===== src/rtl/usb_rx_pkg.sv =====
// usb_rx_pkg: packet types, PID nibbles, controller states and default SYNC value for the USB receiver
package usb_rx_pkg;
  typedef enum logic [2:0] {
    PKT_NONE, PKT_OUT, PKT_IN, PKT_DATA0, PKT_DATA1, PKT_ACK, PKT_NAK, PKT_STALL
  } rx_packet_t;
  typedef enum logic [2:0] {
    S_IDLE, S_SYNC_WAIT, S_PID_WAIT, S_DATA_WAIT, S_EOP_WAIT, S_DONE, S_ERR, S_ERR_WAIT
  } rx_state_t;
  localparam logic [3:0] PID_OUT   = 4'b0001;
  localparam logic [3:0] PID_IN    = 4'b1001;
  localparam logic [3:0] PID_DATA0 = 4'b0011;
  localparam logic [3:0] PID_DATA1 = 4'b1011;
  localparam logic [3:0] PID_ACK   = 4'b0010;
  localparam logic [3:0] PID_NAK   = 4'b1010;
  localparam logic [3:0] PID_STALL = 4'b1110;
  localparam logic [7:0] SYNC_BYTE_DEF = 8'h80;
endpackage


===== src/rtl/usb_pid_decode.sv =====
// usb_pid_decode: PID byte to packet type; RX_PID_CHECK_EN adds the upper-nibble complement check
module usb_pid_decode
  import usb_rx_pkg::*;
(
  input  logic [7:0] pid,
  output logic       valid,
  output logic [2:0] pkt
);
`ifdef RX_PID_CHECK_EN
  localparam bit CHECK = 1'b1;
`else
  localparam bit CHECK = 1'b0;
`endif
  rx_packet_t p;
  always_comb begin
    p = pid[3:0] == PID_OUT   ? PKT_OUT   :
        pid[3:0] == PID_IN    ? PKT_IN    :
        pid[3:0] == PID_DATA0 ? PKT_DATA0 :
        pid[3:0] == PID_DATA1 ? PKT_DATA1 :
        pid[3:0] == PID_ACK   ? PKT_ACK   :
        pid[3:0] == PID_NAK   ? PKT_NAK   :
        pid[3:0] == PID_STALL ? PKT_STALL : PKT_NONE;
    valid = p != PKT_NONE && (!CHECK || pid[7:4] == ~pid[3:0]);
    pkt = valid ? p : PKT_NONE;
  end
endmodule


===== src/rtl/usb_rx_ctrl.sv =====
// usb_rx_ctrl: USB receive packet sequencer (SYNC, PID, payload, EOP); PID check via RX_PID_CHECK_EN
module usb_rx_ctrl
  import usb_rx_pkg::*;
#(
  parameter logic [7:0] SYNC_BYTE   = SYNC_BYTE_DEF,
  parameter int         MAX_PAYLOAD = 64,
  parameter int         CNT_W       = 7
) (
  input  logic             clk,
  input  logic             rst,
  input  logic             d_edge,
  input  logic             eop,
  input  logic             shift_enable,
  input  logic             byte_received,
  input  logic [7:0]       rx_byte,
  input  logic             buffer_full,
  output logic             rx_transfer_active,
  output logic [2:0]       rx_packet,
  output logic             rx_data_ready,
  output logic             rx_error,
  output logic             store_rx_data,
  output logic [CNT_W-1:0] rx_byte_count
);
  rx_state_t state_q, state_d;
  logic active_q, active_d, ready_q, ready_d, err_q, err_d;
  logic [2:0] pkt_q, pkt_d, pid_pkt;
  logic [CNT_W-1:0] cnt_q, cnt_d, cnt_inc;
  logic eop_v, pid_ok;
  usb_pid_decode u_pid (.pid(rx_byte), .valid(pid_ok), .pkt(pid_pkt));
  always_comb begin
    eop_v = eop && shift_enable;
    store_rx_data = state_q == S_DATA_WAIT && byte_received && !buffer_full
                    && cnt_q < CNT_W'(MAX_PAYLOAD);
    cnt_inc = cnt_q + CNT_W'(store_rx_data);
    state_d = state_q;
    pkt_d = pkt_q;
    cnt_d = cnt_inc;
    case (state_q)
      S_IDLE: if (d_edge) begin
        state_d = S_SYNC_WAIT;
        pkt_d = PKT_NONE;
        cnt_d = '0;
      end
      S_SYNC_WAIT: if (byte_received) state_d = rx_byte == SYNC_BYTE ? S_PID_WAIT : S_ERR;
        else if (eop_v) state_d = S_ERR;
      S_PID_WAIT: if (byte_received) begin
        state_d = !pid_ok ? S_ERR :
                  (pid_pkt == PKT_DATA0 || pid_pkt == PKT_DATA1) ? S_DATA_WAIT : S_EOP_WAIT;
        pkt_d = pid_pkt;
      end else if (eop_v) state_d = S_ERR;
      S_DATA_WAIT: if (byte_received && !store_rx_data) state_d = S_ERR;
        else if (eop_v) state_d = cnt_inc >= CNT_W'(2) ? S_DONE : S_ERR;
      S_EOP_WAIT: if (eop_v) state_d = S_DONE;
        else if (byte_received) state_d = S_ERR;
      S_DONE: state_d = S_IDLE;
      S_ERR: state_d = eop_v ? S_IDLE : S_ERR_WAIT;
      default: if (eop_v) state_d = S_IDLE;
    endcase
    err_d = state_d == S_ERR || (err_q && !(state_q == S_SYNC_WAIT && state_d == S_PID_WAIT));
    active_d = state_d != S_IDLE;
    ready_d = state_d == S_DONE;
  end
  always_ff @(posedge clk) begin
    if (rst) begin
      state_q <= S_IDLE;
      active_q <= 1'b0;
      ready_q <= 1'b0;
      err_q <= 1'b0;
      pkt_q <= PKT_NONE;
      cnt_q <= '0;
    end else begin
      state_q <= state_d;
      active_q <= active_d;
      ready_q <= ready_d;
      err_q <= err_d;
      pkt_q <= pkt_d;
      cnt_q <= cnt_d;
    end
  end
  assign rx_transfer_active = active_q;
  assign rx_packet = pkt_q;
  assign rx_data_ready = ready_q;
  assign rx_error = err_q;
  assign rx_byte_count = cnt_q;
endmodule


===== config.mk =====
export PLATFORM = sky130hd
export DESIGN_NAME = usb_rx_ctrl
export DESIGN_NICKNAME = d
export VERILOG_FILES = /design/src/rtl/usb_rx_pkg.sv /design/src/rtl/usb_pid_decode.sv /design/src/rtl/usb_rx_ctrl.sv
export SDC_FILE = /design/constraint.sdc
export NUM_CORES = 1
export LEC_CHECK = 0
export BUFFER_PORTS_ARGS = -buffer_cell sky130_fd_sc_hd__buf_4
export CORE_MARGIN = 5
export CORE_UTILIZATION = 50
export CTS_BUF_LIST = sky130_fd_sc_hd__clkbuf_8 sky130_fd_sc_hd__clkbuf_16
export DETAILED_ROUTE_END_ITERATION = 8
export GPL_ROUTABILITY_DRIVEN = 0
export GPL_TIMING_DRIVEN = 1
export PLACE_DENSITY = 0.76
export SETUP_SLACK_MARGIN = 0.4
export SLEW_MARGIN = 30
export SYNTH_ARGS = -nofsm -noshare
export SYNTH_HDL_FRONTEND = slang
export SYNTH_HIERARCHICAL = 1
export SYNTH_SLANG_ARGS = --single-unit

===== constraint.sdc =====
create_clock -name clk -period 3.4 [get_ports clk]
set_input_delay 0.51 -clock clk [delete_from_list [all_inputs] [get_ports clk]]
set_output_delay 0.51 -clock clk [all_outputs]
set_load 0.03 [all_outputs]

==> metrics.txt <==
DR vias/cell 5.95; final slew viol count 0; H-tree depth 1; IO Port Bufs 28; crit path launch type register; Routed WL 2.81 mm; Worst EP arrival 3.03 ns; Setup WS pre-CTS 0.456 ns; EDFF count, synth 0; CTS tree done; DIE AREA 3430 µm²; crit-path cells nor3b_2 -> nand2_1 -> nor2_2 -> ha_1 -> ha_2 -> nor2_1 -> o2111ai_4 -> a221oi_4 -> o311ai_1 -> and4b_1; Ports 29; Layout Utilization 65.0%; antenna viol nets, final 0; Hold Path Origin rst; max-cap viol count 0; Critical Path RT 3.59 ns; # rows 17; final setup skew 0.00450 ns; Core Area 2230 µm²; Yosys Warn Count 6; Mapped Cells 137; Fin. Hold Viols 0; dominant synthesized flop cell dfxtp_1; GRT Total Usage 17.2%; top cell type's share of synthesized area 27.2%; Final period util 83.3%; async set-reset flop share out of synthesis 0%; CP max-delay cell dfxtp_1; pin count of the biggest net entering global routing 13; HP Class input pin to register; Synth Cell Area 1180 µm²; leakage 0.588 nW; FF-to-FF Start state_q[0]; initial drt markers 35; FMAX 353 MHz; hold path depth 2; crit end category register; Avg Inst Size Synth 8.60 µm²; Min-Delay Endpoint rx_transfer_active; clock latency on the worst-skew pair 0.26 ns; total grt overflow 0; DP Cell Count 190; Synth Register Bits 16; largest area contributor in the netlist dfxtp_1; share of layout cells above drive strength 1 31.3%; # clock sinks 16; Final setup viols 0; DR DRC count 0; CP max FO 9; sequential fraction of the synthesis area 27.2%; VDD IR max 0.000458 V; initial core utilization 52.8%; Slew @ Worst Pin 0.479 ns; Die Wd 58.6 µm; vias in the first global route 1091; worst path bufs/invs 0; PD cells 424 nW/µm²; reg2reg path depth 10; DR vias 1154; RSZ-0062 raised after global routing false; layout net count 184; r2r endpoint rx_data_ready; postcts setup bufs 0; type of the worst setup path register to register; TritonCTS buffer count 3; initial antenna violation count 0; R2R Setup Slk 0.57 ns; min Tclk post-route 2.83 ns; Clock transition at path regs 0.06 ns; root buf cell clkbuf_8; setup tns final 0 ns; Worst Slack Setup Final 0.567 ns; status completed; Slew HR 67.6%; synth top area cells dfxtp_1 27%, nor2_1 5.4%, a21oi_1 3.4%; ANT cells 0; Wirelength per Cell 14.5 µm; clk buf depth 2; Area Growth Syn to Fin 23.1%; Die Y 58.6 µm; Yosys cell types 56; Final HPWL DP 2.15 mm; TritonRoute pass-1 iters 4; crit-path max cell delay 0.49 ns; Crit path max-delay family simple AND/OR/NAND/NOR gates; syn nets 154; first-pass GRT wire length 4.64 mm; post-route insts no fill 194
## worst register-to-register path, stage by stage, from the launching register on
cell and delay, ns:
dfxtp_1 0.49, nor3b_2 0.33, nand2_1 0.13, nor2_2 0.14, ha_1 0.24, ha_2 0.27
nor2_1 0.09, o2111ai_4 0.23, a221oi_4 0.11, o311ai_1 0.49, and4b_1 0.27
## sequential cells by signal (all words and copies together), names as in the netlist
| signal | count |
|---|---|
| rx_byte_count | 7 |
| rx_packet | 3 |
| state_q | 3 |
| rx_data_ready | 1 |
| rx_error | 1 |
| rx_transfer_active | 1 |
## timing repair
action,4_1_cts,5_1_grt
gates resized for setup,0,3
hold buffers,0,0
endpoints found under the setup margin,0,5
## synth_stat cells (3+ instances only)
| cell | n |
|---|---|
| and3_1 | 5 |
| inv_1 | 7 |
| a21oi_1 | 8 |
| o21ai_0 | 6 |
| nor3b_1 | 3 |
| nand2_1 | 5 |
| and2_1 | 4 |
| mux2i_1 | 3 |
| nor2_1 | 17 |
| dfxtp_1 | 16 |
| nand3_1 | 6 |
## cells by family (layout without fill, tap and decap cells)
| logic type | Yosys count | count (layout) | share of synthesized area [%] |
|---|---|---|---|
| and+or+nand+nor | 59 | 59 | 29.9 |
| muxes | 4 | 4 | 3.50 |
| xor gates and xnor gates | 4 | 4 | 2.97 |
| AOI/OAI and AO/OA | 41 | 41 | 28.3 |
| DFF | 16 | 16 | 27.2 |
| adders and majority gates | 2 | 2 | 2.12 |
| buffers and inverters | 11 | 40 | 5.95 |
## final cells by class
class,count,area (µm²)
clock buffer,4,55.1
multi-input combinational,110,796
fill,207,782
inverter,7,26.3
timing repair buffer,29,218
tap,28,35.0
sequential,16,322
## layer usage
metal  track usage, %  up-vias  part of all wire (%)
met2             27.4       31                    46
met4             8.94        0                   2.1
met5                0        -                     0
li1                 -      577                     -
met1             21.5      537                    46
met3             3.95        9                   5.0
## how the worst max path moves through the flow
stage               cells past startpoint  slack [ns]       endpoint   startpoint
finish                                 10        0.57  rx_data_ready   state_q[0]
global route                           10        0.41  rx_data_ready   state_q[0]
CTS                                    10        0.43  rx_data_ready   state_q[1]
detailed placement                     10        0.46  rx_data_ready   state_q[1]
global placement                       11        0.57  rx_data_ready  buffer_full
floorplan                              10        0.55  rx_data_ready  buffer_full
## power breakdown
group / switching (mW) / internal [mW]
sequential: 0.0195 / 0.205
combinational: 0.125 / 0.0928
clock: 0.0698 / 0.103
## through the flow
stage	total power, mW	hold WS (ns)	area, µm²
global placement	0.437	0.477	1390
finish	0.616	0.493	1450
CTS	0.613	0.493	1450
global route	0.649	0.510	1450
detailed placement	0.441	0.495	1390
floorplan	0.388	0.612	1180
## placed cells by master, fill, tap and decap left out, drive strengths merged, types with 3 or more instances in the layout
master and n:
a21oi 8, and2 5, and3 6, buf 29, clkbuf 4, dfxtp 16
inv 7, mux2i 3, nand2 5, nand3 6, nor2 17, nor3b 5
o211ai 3, o21ai 7
Note: power is estimated with default switching activity, not from simulation.
